==> src/rtl/pixel_burst_writer.sv <==
// pixel_burst_writer: packs 32-bit engine pixels into 64-bit words, pushes
// them into the MIG p0 write FIFO and issues fixed-size write bursts at
// linearly increasing byte addresses. It signals when a whole frame has been
// committed.
// Optional double buffering is enabled with `define PBW_DOUBLE_BUFFER_EN.
// With it, frames alternate between BASE_ADDR and BASE_ADDR + FRAME_WORDS*8.
// pix_ready is decoded from the registered state and the live FIFO flags,
// so a pair is never completed into a FIFO that reports full. Every other
// output comes straight from a register.
module pixel_burst_writer #(
  parameter int          BURST_WORDS = 16,
  parameter int          FRAME_WORDS = 153600,
  parameter logic [29:0] BASE_ADDR   = 30'd0
) (
  input  logic        clk,
  input  logic        reset_n,
  input  logic        calib_done,
  input  logic        frame_start,
  input  logic        pix_valid,
  input  logic [31:0] pix_data,
  output logic        pix_ready,
  output logic        wr_en,
  output logic [63:0] wr_data,
  output logic [7:0]  wr_mask,
  input  logic        wr_full,
  input  logic [6:0]  wr_count,
  output logic        cmd_en,
  output logic [2:0]  cmd_instr,
  output logic [5:0]  cmd_bl,
  output logic [29:0] cmd_byte_addr,
  input  logic        cmd_full,
  output logic        busy,
  output logic        frame_done,
  output logic        front_buf
);

  localparam int             WCW        = $clog2(FRAME_WORDS + 1);
  localparam logic [WCW-1:0] FRAME_LAST = WCW'(FRAME_WORDS);
  localparam logic [5:0]     BURST_LAST = 6'(BURST_WORDS);
`ifdef PBW_DOUBLE_BUFFER_EN
  localparam logic [29:0]    BUF1_ADDR  = BASE_ADDR + 30'(FRAME_WORDS * 8);
`endif

  typedef enum logic [1:0] {S_IDLE, S_FILL, S_CMD, S_DONE} state_t;

  state_t           state_reg, state_next;
  logic [29:0]      addr_reg, addr_next;
  logic [WCW-1:0]   word_cnt_reg, word_cnt_next;
  logic [5:0]       burst_cnt_reg, burst_cnt_next;
  logic             half_reg, half_next;
  logic [31:0]      low_reg, low_next;
  logic             wr_en_reg, wr_en_next;
  logic [63:0]      wr_data_reg, wr_data_next;
  logic             cmd_en_reg, cmd_en_next;
  logic [5:0]       cmd_bl_reg, cmd_bl_next;
  logic [29:0]      cmd_addr_reg, cmd_addr_next;
  logic             busy_reg, busy_next;
  logic             frame_done_reg, frame_done_next;
  logic [29:0]      frame_base;
  logic             go_cmd;
  logic             fifo_ok;
`ifdef PBW_DOUBLE_BUFFER_EN
  logic             buf_sel_reg, buf_sel_next;
  logic             front_buf_reg, front_buf_next;
`endif

`ifdef PBW_DOUBLE_BUFFER_EN
  assign frame_base = buf_sel_reg ? BUF1_ADDR : BASE_ADDR;
  assign front_buf  = front_buf_reg;
`else
  assign frame_base = BASE_ADDR;
  assign front_buf  = 1'b0;
`endif

  assign wr_en         = wr_en_reg;
  assign wr_data       = wr_data_reg;
  assign wr_mask       = 8'h00;
  assign cmd_en        = cmd_en_reg;
  assign cmd_instr     = 3'b000;
  assign cmd_bl        = cmd_bl_reg;
  assign cmd_byte_addr = cmd_addr_reg;
  assign busy          = busy_reg;
  assign frame_done    = frame_done_reg;

  // Next-state, datapath and pix_ready decode for the frame FSM.
  always_comb begin
    state_next      = state_reg;
    addr_next       = addr_reg;
    word_cnt_next   = word_cnt_reg;
    burst_cnt_next  = burst_cnt_reg;
    half_next       = half_reg;
    low_next        = low_reg;
    wr_en_next      = 1'b0;
    wr_data_next    = wr_data_reg;
    cmd_en_next     = 1'b0;
    cmd_bl_next     = cmd_bl_reg;
    cmd_addr_next   = cmd_addr_reg;
    busy_next       = busy_reg;
    frame_done_next = 1'b0;
    pix_ready       = 1'b0;
`ifdef PBW_DOUBLE_BUFFER_EN
    buf_sel_next    = buf_sel_reg;
    front_buf_next  = front_buf_reg;
`endif
    // A burst is due when it is full or when the frame's last word is in.
    go_cmd  = (burst_cnt_reg == BURST_LAST) || (word_cnt_reg == FRAME_LAST);
    // Headroom of one word covers the push that lands a cycle after acceptance.
    fifo_ok = !wr_full && (wr_count <= 7'd62);

    unique case (state_reg)
      S_IDLE: begin
        if (frame_start && calib_done) begin
          addr_next      = frame_base;
          word_cnt_next  = '0;
          burst_cnt_next = 6'd0;
          half_next      = 1'b0;
          busy_next      = 1'b1;
          state_next     = S_FILL;
        end
      end
      S_FILL: begin
        if (go_cmd) begin
          cmd_bl_next   = burst_cnt_reg - 6'd1;
          cmd_addr_next = addr_reg;
          state_next    = S_CMD;
        end else begin
          pix_ready = !half_reg || fifo_ok;
          if (pix_valid && pix_ready) begin
            if (!half_reg) begin
              low_next  = pix_data;
              half_next = 1'b1;
            end else begin
              wr_data_next   = {pix_data, low_reg};
              wr_en_next     = 1'b1;
              half_next      = 1'b0;
              burst_cnt_next = burst_cnt_reg + 6'd1;
              word_cnt_next  = word_cnt_reg + WCW'(1);
            end
          end
        end
      end
      S_CMD: begin
        if (!cmd_full) begin
          cmd_en_next    = 1'b1;
          addr_next      = addr_reg + {21'd0, burst_cnt_reg, 3'b000};
          burst_cnt_next = 6'd0;
          state_next     = (word_cnt_reg == FRAME_LAST) ? S_DONE : S_FILL;
        end
      end
      S_DONE: begin
        frame_done_next = 1'b1;
        busy_next       = 1'b0;
`ifdef PBW_DOUBLE_BUFFER_EN
        front_buf_next  = buf_sel_reg;
        buf_sel_next    = ~buf_sel_reg;
`endif
        state_next      = S_IDLE;
      end
      default: state_next = S_IDLE;
    endcase
  end

  // State and output registers; reset abandons any partially built burst.
  always_ff @(posedge clk or negedge reset_n) begin
    if (!reset_n) begin
      state_reg      <= S_IDLE;
      addr_reg       <= 30'd0;
      word_cnt_reg   <= '0;
      burst_cnt_reg  <= 6'd0;
      half_reg       <= 1'b0;
      low_reg        <= 32'd0;
      wr_en_reg      <= 1'b0;
      wr_data_reg    <= 64'd0;
      cmd_en_reg     <= 1'b0;
      cmd_bl_reg     <= 6'd0;
      cmd_addr_reg   <= 30'd0;
      busy_reg       <= 1'b0;
      frame_done_reg <= 1'b0;
`ifdef PBW_DOUBLE_BUFFER_EN
      buf_sel_reg    <= 1'b0;
      front_buf_reg  <= 1'b0;
`endif
    end else begin
      state_reg      <= state_next;
      addr_reg       <= addr_next;
      word_cnt_reg   <= word_cnt_next;
      burst_cnt_reg  <= burst_cnt_next;
      half_reg       <= half_next;
      low_reg        <= low_next;
      wr_en_reg      <= wr_en_next;
      wr_data_reg    <= wr_data_next;
      cmd_en_reg     <= cmd_en_next;
      cmd_bl_reg     <= cmd_bl_next;
      cmd_addr_reg   <= cmd_addr_next;
      busy_reg       <= busy_next;
      frame_done_reg <= frame_done_next;
`ifdef PBW_DOUBLE_BUFFER_EN
      buf_sel_reg    <= buf_sel_next;
      front_buf_reg  <= front_buf_next;
`endif
    end
  end

endmodule

==> config.mk <==
export PLATFORM = sky130hd
export DESIGN_NAME = pixel_burst_writer
export DESIGN_NICKNAME = d
export VERILOG_FILES = /design/src/rtl/pixel_burst_writer.sv
export SDC_FILE = /design/constraint.sdc
export NUM_CORES = 1
export LEC_CHECK = 0
export ABC_AREA = 1
export BUFFER_PORTS_ARGS = -buffer_cell sky130_fd_sc_hd__buf_2
export CAP_MARGIN = 0
export CELL_PAD_IN_SITES_DETAIL_PLACEMENT = 1
export CELL_PAD_IN_SITES_GLOBAL_PLACEMENT = 1
export CORE_ASPECT_RATIO = 0.7
export CORE_UTILIZATION = 41
export DETAILED_ROUTE_END_ITERATION = 16
export GPL_ROUTABILITY_DRIVEN = 0
export PLACE_DENSITY = 0.91
export SETUP_SLACK_MARGIN = 0.15
export SLEW_MARGIN = 5
export SYNTH_ARGS = -nofsm -noshare
export SYNTH_HDL_FRONTEND = slang
export SYNTH_SLANG_ARGS = --single-unit
==> constraint.sdc <==
create_clock -name clk -period 2.2 [get_ports clk]
set_input_delay 0.22 -clock clk [delete_from_list [all_inputs] [get_ports clk]]
set_output_delay 0.22 -clock clk [all_outputs]
set_load 0.05 [all_outputs]
==> impl_results.md, run 1 <==
* Final setup violation count at 0
* CP max FO at 29
* Most frequent cells in the layout: nand2_1, dfrtp_1, buf_2
* Sw power at 7.29 mW
* Leading cell type in the layout, fill and taps excluded: nand2_1
* Top FF cell, synth: dfrtp_1
* Combinational share of power at 42.9%
* CTS Sinks at 187
* Final Core Density at 52.2%
* Layout cell share with drive strength beyond 1 at 21.7%
* Final instance area at between 10,000 and 15,000 um^2
* Root Driver: clkbuf_16
* Data arrival, critical path at 2.50 ns
* Status: finished, final reports clean
* Critical Path RT at 2.52 ns
* Pint at 7.57 mW
* Vias per inst at 5.82
* Fmax at about 460 MHz
* WL final at 36,700 um
* Combinational family with the most area after synthesis: simple AND/OR/NAND/NOR gates
* Sequential share of power at 35.1%
* Final hold vios at 0
* Multiplexer share of the synthesized area at 0%
* Core Region at 21,700 um^2
* Final non-filler cell total at 1,614
* H-tree levels at 4
* Wire length per cell at 22.7 um
* DRT iter0 DRCs at roughly 1,000
* Synth Area in XOR/XNOR at 1.44%
* Synth area leader: dfrtp_1
* HPWL after DPL at 19,300 um
* Initial antenna violation count at 1
* Reg clk slew, reported paths at 0.08 ns
* CP Launch Type: flip-flop
* Clk buf depth at 2
* Placed Instance Area at 10,100 um^2
* DP Worst Slack at 0.160 ns
* Synth area leaders: dfrtp_1, nand2_1, o21ai_0
* First-pass GRT wire length at between 50,000 and 60,000 um
* DRC Markers at 0
* Clock Power Share at 21.9%
* Post-synthesis sequential area ratio at 51.5%
* Vias in the first global route at 9,551
* Worst Hold Class: in -> reg
* Num rows at 45
* Post-route ant nets at 0
* Tot Pwr at 14.9 mW
* Vias at 9,389
* Max VDD drop at between 1 and 1.5 mV
* Inst Count DP at 1,536
* Syn Inst Count at around 1,100
* RSZ-0062 raised after global routing: true
* Slew Limit Fails at 0
* Final worst slack at 0.0234 ns
* Router iterations before antenna repair at 5
* CTS tree: done
* EDFF count, synth at 0
* Nets at about 1,400
* Mapped Avg Cell Area at 8.00 um^2
* Port Buffers at 147
* Die Y at 127 um
* Post-synth top area share at around half
* Maxcap violations at 0
* Compound-cell area share of the yosys netlist at 9.22%
* Largest net degree at the start of global routing at 73
* Reg2reg setup slack at 0.02 ns
* WS Path Type: reg -> reg
* Initial Util at 41.8%
* Mapped Area at around 9000 um^2
* Count of cell types in the netlist at 39
* Setup TNS at 0 ns
* Final hold slack at 0.00856 ns
* Pin slew with the least headroom to its limit at 0.521 ns
* Post-synthesis simple-gate area fraction at 27.2%
* Worst-skew pair later-pin latency at approximately 0.45 ns
* Final period utilization at 98.9%
* Post-layout min period at 2.18 ns
* Global Route Usage Sum at 30.1%
* Total die area at 22,800 um^2
* Warnings from Yosys at 0
* Die W at 180 um
* Yosys reg bits at 187
* I/O Pins at about 160
* CTS buffer count at 17
* CP endpoint kind: flip-flop
* Max FFs per register at 64
* Sw Share at 49.0%
* Leak at 5.94 nW
* Grt total ovfl at 0
* Relative slew margins at approximately 65%
* Clk_skew at roughly 0.016 ns
* Fillers at 2,657
* Adder-cell share of the synthesized area at 1.73%
* Post-synth ARST share at 100%
* P&R area growth vs syn at 24.6%
* PD cells at 1310 nW/um^2
[worst max-delay path: stages (launching register included)]
cell,delay (ns)
dfrtp_1,0.41
buf_4,0.18
nor2_4,0.15
nand4_1,0.22
nand2_4,0.19
buf_4,0.16
nand2_8,0.16
buf_16,0.24
o21ai_0,0.32
[area by class of cell]
class | instances | area, um^2 | share of cell area [%]
sequential | 187 | 4700 | 41.4
multi-input combinational | 798 | 3840 | 33.9
timing repair buffer | 209 | 1440 | 12.7
clock buffer | 18 | 429 | 3.79
inverter | 105 | 407 | 3.59
tap | 282 | 353 | 3.11
clock inverter | 14 | 171 | 1.51
antenna | 1 | 2.50 | 0.0221
[Yosys cell counts, types with 2 or more instances]
library cell  count
nand3_2           4
inv_1           101
o21ai_0          79
inv_2             2
a31oi_1           3
a21oi_1          15
nor3_1            6
nand2_1         402
nand4_1          31
dfrtp_1         187
buf_6            11
xnor2_1           5
xor2_1           10
nor2_2            2
ha_1             11
buf_2            14
o21bai_1          2
nand2_4           2
nor3b_1           3
nand3_1          38
clkbuf_1         16
o21ai_1          64
nand2_2           4
nor2_1           92
buf_4            19
[layer usage]
layer / GRT usage (%) / vias to the layer above / share of wire, %
li1: - / 3938 / -
met1: 38.4 / 4672 / 41
met2: 48.4 / 592 / 46
met3: 6.29 / 187 / 7.8
met4: 16.1 / 0 / 5.2
met5: 0 / - / 0
[power groups by stage]
stage	sequential (mW)	clock, mW	combinational [mW]
floorplan	6.97	0	2.29
finish	5.22	3.26	6.38
global route	5.30	3.38	6.68
CTS	5.10	3.22	5.89
detailed placement	5.14	0	5.63
global placement	5.08	0	5.42
[path summary, 6_finish.rpt]
check / startpoint / endpoint / depth (start not counted)
max reg2reg: burst_cnt_reg[2]$_DFFE_PN0P_ / cmd_bl[0]$_DFFE_PN0P_ / 8
min: pix_data[17] / wr_data[49]$_DFFE_PN0P_ / 3
max in group asynchronous: reset_n / low_reg[21]$_DFFE_PN0P_ / 3
min in group asynchronous: reset_n / addr_reg[22]$_DFFE_PN0P_ / 2
max: burst_cnt_reg[2]$_DFFE_PN0P_ / cmd_bl[0]$_DFFE_PN0P_ / 8
min reg2reg: low_reg[17]$_DFFE_PN0P_ / wr_data[17]$_DFFE_PN0P_ / 2
[what timing repair did]
item	4_1_cts	5_1_grt
pin swaps	5	6
setup buffers	12	14
resized for setup	9	52
endpoints found under the setup margin	14	151
endpoints found under the hold margin	56	0
hold buffers	15	0
cloned	1	3
[cell families (layout without fill, tap and decap cells)]
| logic type | count (synthesis) | in the layout |
|---|---|---|
| XOR/XNOR | 15 | 15 |
| flip-flops | 187 | 187 |
| AND/OR/NAND/NOR | 590 | 591 |
| other | 1 | 16 |
| buffers and inverters | 167 | 346 |
| AO/OA/AOI/OAI | 165 | 165 |
| adder cells (fa/ha/maj) | 12 | 12 |
No activity file was read; power rests on OpenSTA's default activity.
==> inputs of run 2 (changes only) <==
- PLACE_DENSITY: 0.91 -> default
- PLACE_DENSITY_LB_ADDON: default -> 0.1
==> impl_results.md, run 2 (synthesis results as in run 1) <==
* DP Worst Slack at -0.0349 ns
* Top Metal Used: met4
* Largest net degree at the start of global routing at between 70 and 80
* Maxcap violations at 0
* I/O Pins at 163
* Data arrival, critical path at 1.92 ns
* Vias in the first global route at 8,357
* Vias at slightly above 8,000
* Num rows at 45
* Routed wl met2 at 13,000 um
* Hold path depth at 3
* Fmax at roughly 470 MHz
* Fillers at 2,717
* Final non-filler cell total at 1,629
* Global Route Usage Sum at 25.0%
* CP Cell Sequence: inv_2, ha_4, nand2_4, nor2_4, nand3_4, nand2_4, inv_4, nand2_8, buf_16, a21oi_4, buf_8
* Reg clk slew, reported paths at 0.07 ns
* Leak at 6.00 nW
* Tot Pwr at roughly 14 mW
* WP depth at 11
* RSZ-0062 raised after global routing: true
* Wire length per cell at roughly 18 um
* Final setup violation count at 0
* HPWL after DPL at 17,800 um
* Nets at 1,393
* DRT iter0 DRCs at 520
* First-pass GRT wire length at 44,400 um
* CP dominant cell by count: nand2_4
* Critical Path RT at 1.98 ns
* WS Path Type: reg -> out
* CP Launch Type: flip-flop
* R2R Path End: low_reg[0]$_DFFE_PN0P_
* CTS Sinks at 187
* WL final at 28,600 um
* Critical-path top delay cell: dfrtp_1
* Max VDD drop at 0.731 mV
* Routed met3 length at 1100 um
* DRC Markers at 0
* Worst reg2reg path depth at 8
* Buf/Inv on CP at 4
* Max FFs per register at 64
* Worst r2r src: state_reg[1]$_DFFE_PN0P_
* CP max FO at 5
* Worst-skew pair later-pin latency at ~0.45 ns
* Clk buf depth at 2
* Router iterations before antenna repair at 4
* Post-route ant nets at 0
* Root Driver: clkbuf_16
* Clk_skew at approximately 0.015 ns
* Pin slew with the least headroom to its limit at 0.675 ns
* Multi-input logic area at 3840 um^2
* Post-layout min period at ~2.1 ns
* Final worst slack at 0.0608 ns
* Vias per inst at 5.06
* Grt total ovfl at 0
* Die Y at 127 um
* Die W at 180 um
* Core Region at between 20,000 and 25,000 um^2
* Port Buffers at 147
* Wire length on met1 at 14,100 um
* H-tree levels at 4
* Leading cell type in the layout, fill and taps excluded: nand2_1
* Reg2reg setup slack at approximately 0.23 ns
* P&R area growth vs syn at 25.5%
* Register area at 4680 um^2
* Status: finished, final reports clean
* Critical Path Max Stage Delay at 0.36 ns
* CTS buffer count at 17
* CP endpoint kind: output port
* Layout cell share with drive strength beyond 1 at 20.2%
* Total die area at about 23,000 um^2
* Setup crit end: pix_ready
* Slew Limit Fails at 0
* PD cells at 1270 nW/um^2
* Inst Count DP at 1,553
* # diodes at 0
* Final period utilization at 97.2%
* Relative slew margins at 54.9%
* CTS tree: done
* Initial Util at 41.8%
* CP delay by family, top: buffers and inverters
* Final hold vios at 0
* Initial antenna violation count at 0
* Worst Hold Class: in -> reg
* CP Launch Point: word_cnt_reg[0]$_DFFE_PN0P_
* Most frequent cells in the layout: nand2_1, dfrtp_1, buf_2
-- run 2: cell types whose count changed in the layout (fill, tap and decap cells not counted), sizes merged --
cell and change:
dlygate4sd3 +15, inv -8, nor2 +3, bufbuf +2, clkinv +2, buf +1, clkbuf +1, clkinvlp +1
diode -1, nand2 -1
-- run 2: per-layer routing --
metal / vias up / track usage [%]
met5: - / 0
met4: 0 / 7.35
met3: 30 / 4.88
met2: 146 / 38.9
met1: 4105 / 35.4
li1: 3964 / -
-- run 2: power by group --
group	total, mW	switching (mW)	internal (mW)
sequential	5.05	0.596	4.46
clock	3.02	1.40	1.62
combinational	6.37	4.69	1.68
-- run 2: cell type report --
type	instances	share of cell area, %
Tap cell	282	3.09
Sequential cell	187	41.0
Timing Repair Buffer	224	13.9
Multi-Input combinational cell	800	33.6
Inverter	105	3.52
Clock inverter	9	0.800
Clock buffer	22	4.07
-- run 2: worst min-delay path by stage --
stage | to | startpoint
finish | wr_data[60]$_DFFE_PN0P_ | pix_data[28]
detailed placement | cmd_bl[1]$_DFFE_PN0P_ | reset_n
global placement | cmd_byte_addr[3]$_DFFE_PN0P_ | reset_n
floorplan | addr_reg[10]$_DFFE_PN0P_ | reset_n
global route | wr_data[52]$_DFFE_PN0P_ | pix_data[20]
CTS | wr_data[52]$_DFFE_PN0P_ | pix_data[20]
-- run 2: worst register-to-register path, stage by stage, from the launching register on --
cell     delay (ns)
dfrtp_1        0.40
inv_1          0.11
nand2_1        0.13
buf_4          0.25
nor2_1         0.37
nand3_2        0.15
buf_12         0.22
nand2_1        0.14
o21ai_1        0.08
-- run 2: metrics by stage --
step,TNS (ns),cell area [um^2],hold slack (ns),util [%]
2_1_floorplan,0,9150,-0.0756,-
3_3_place_gp,0,10200,0.241,47.0
3_5_place_dp,-0.0349,10200,0.241,47.0
4_1_cts,-0.108,11200,0.00103,51.4
5_1_grt,-0.0174,11400,0.0115,52.5
6_report,0,11400,0.0137,52.5
-- run 2: repair_timing --
action / CTS / global route
pin swaps: 37 / 11
gates cloned: 2 / 3
hold buffers: 30 / 0
setup buffers: 0 / 10
endpoints found under the setup margin: 81 / 98
endpoints found under the hold margin: 83 / 0
resized for setup: 15 / 27
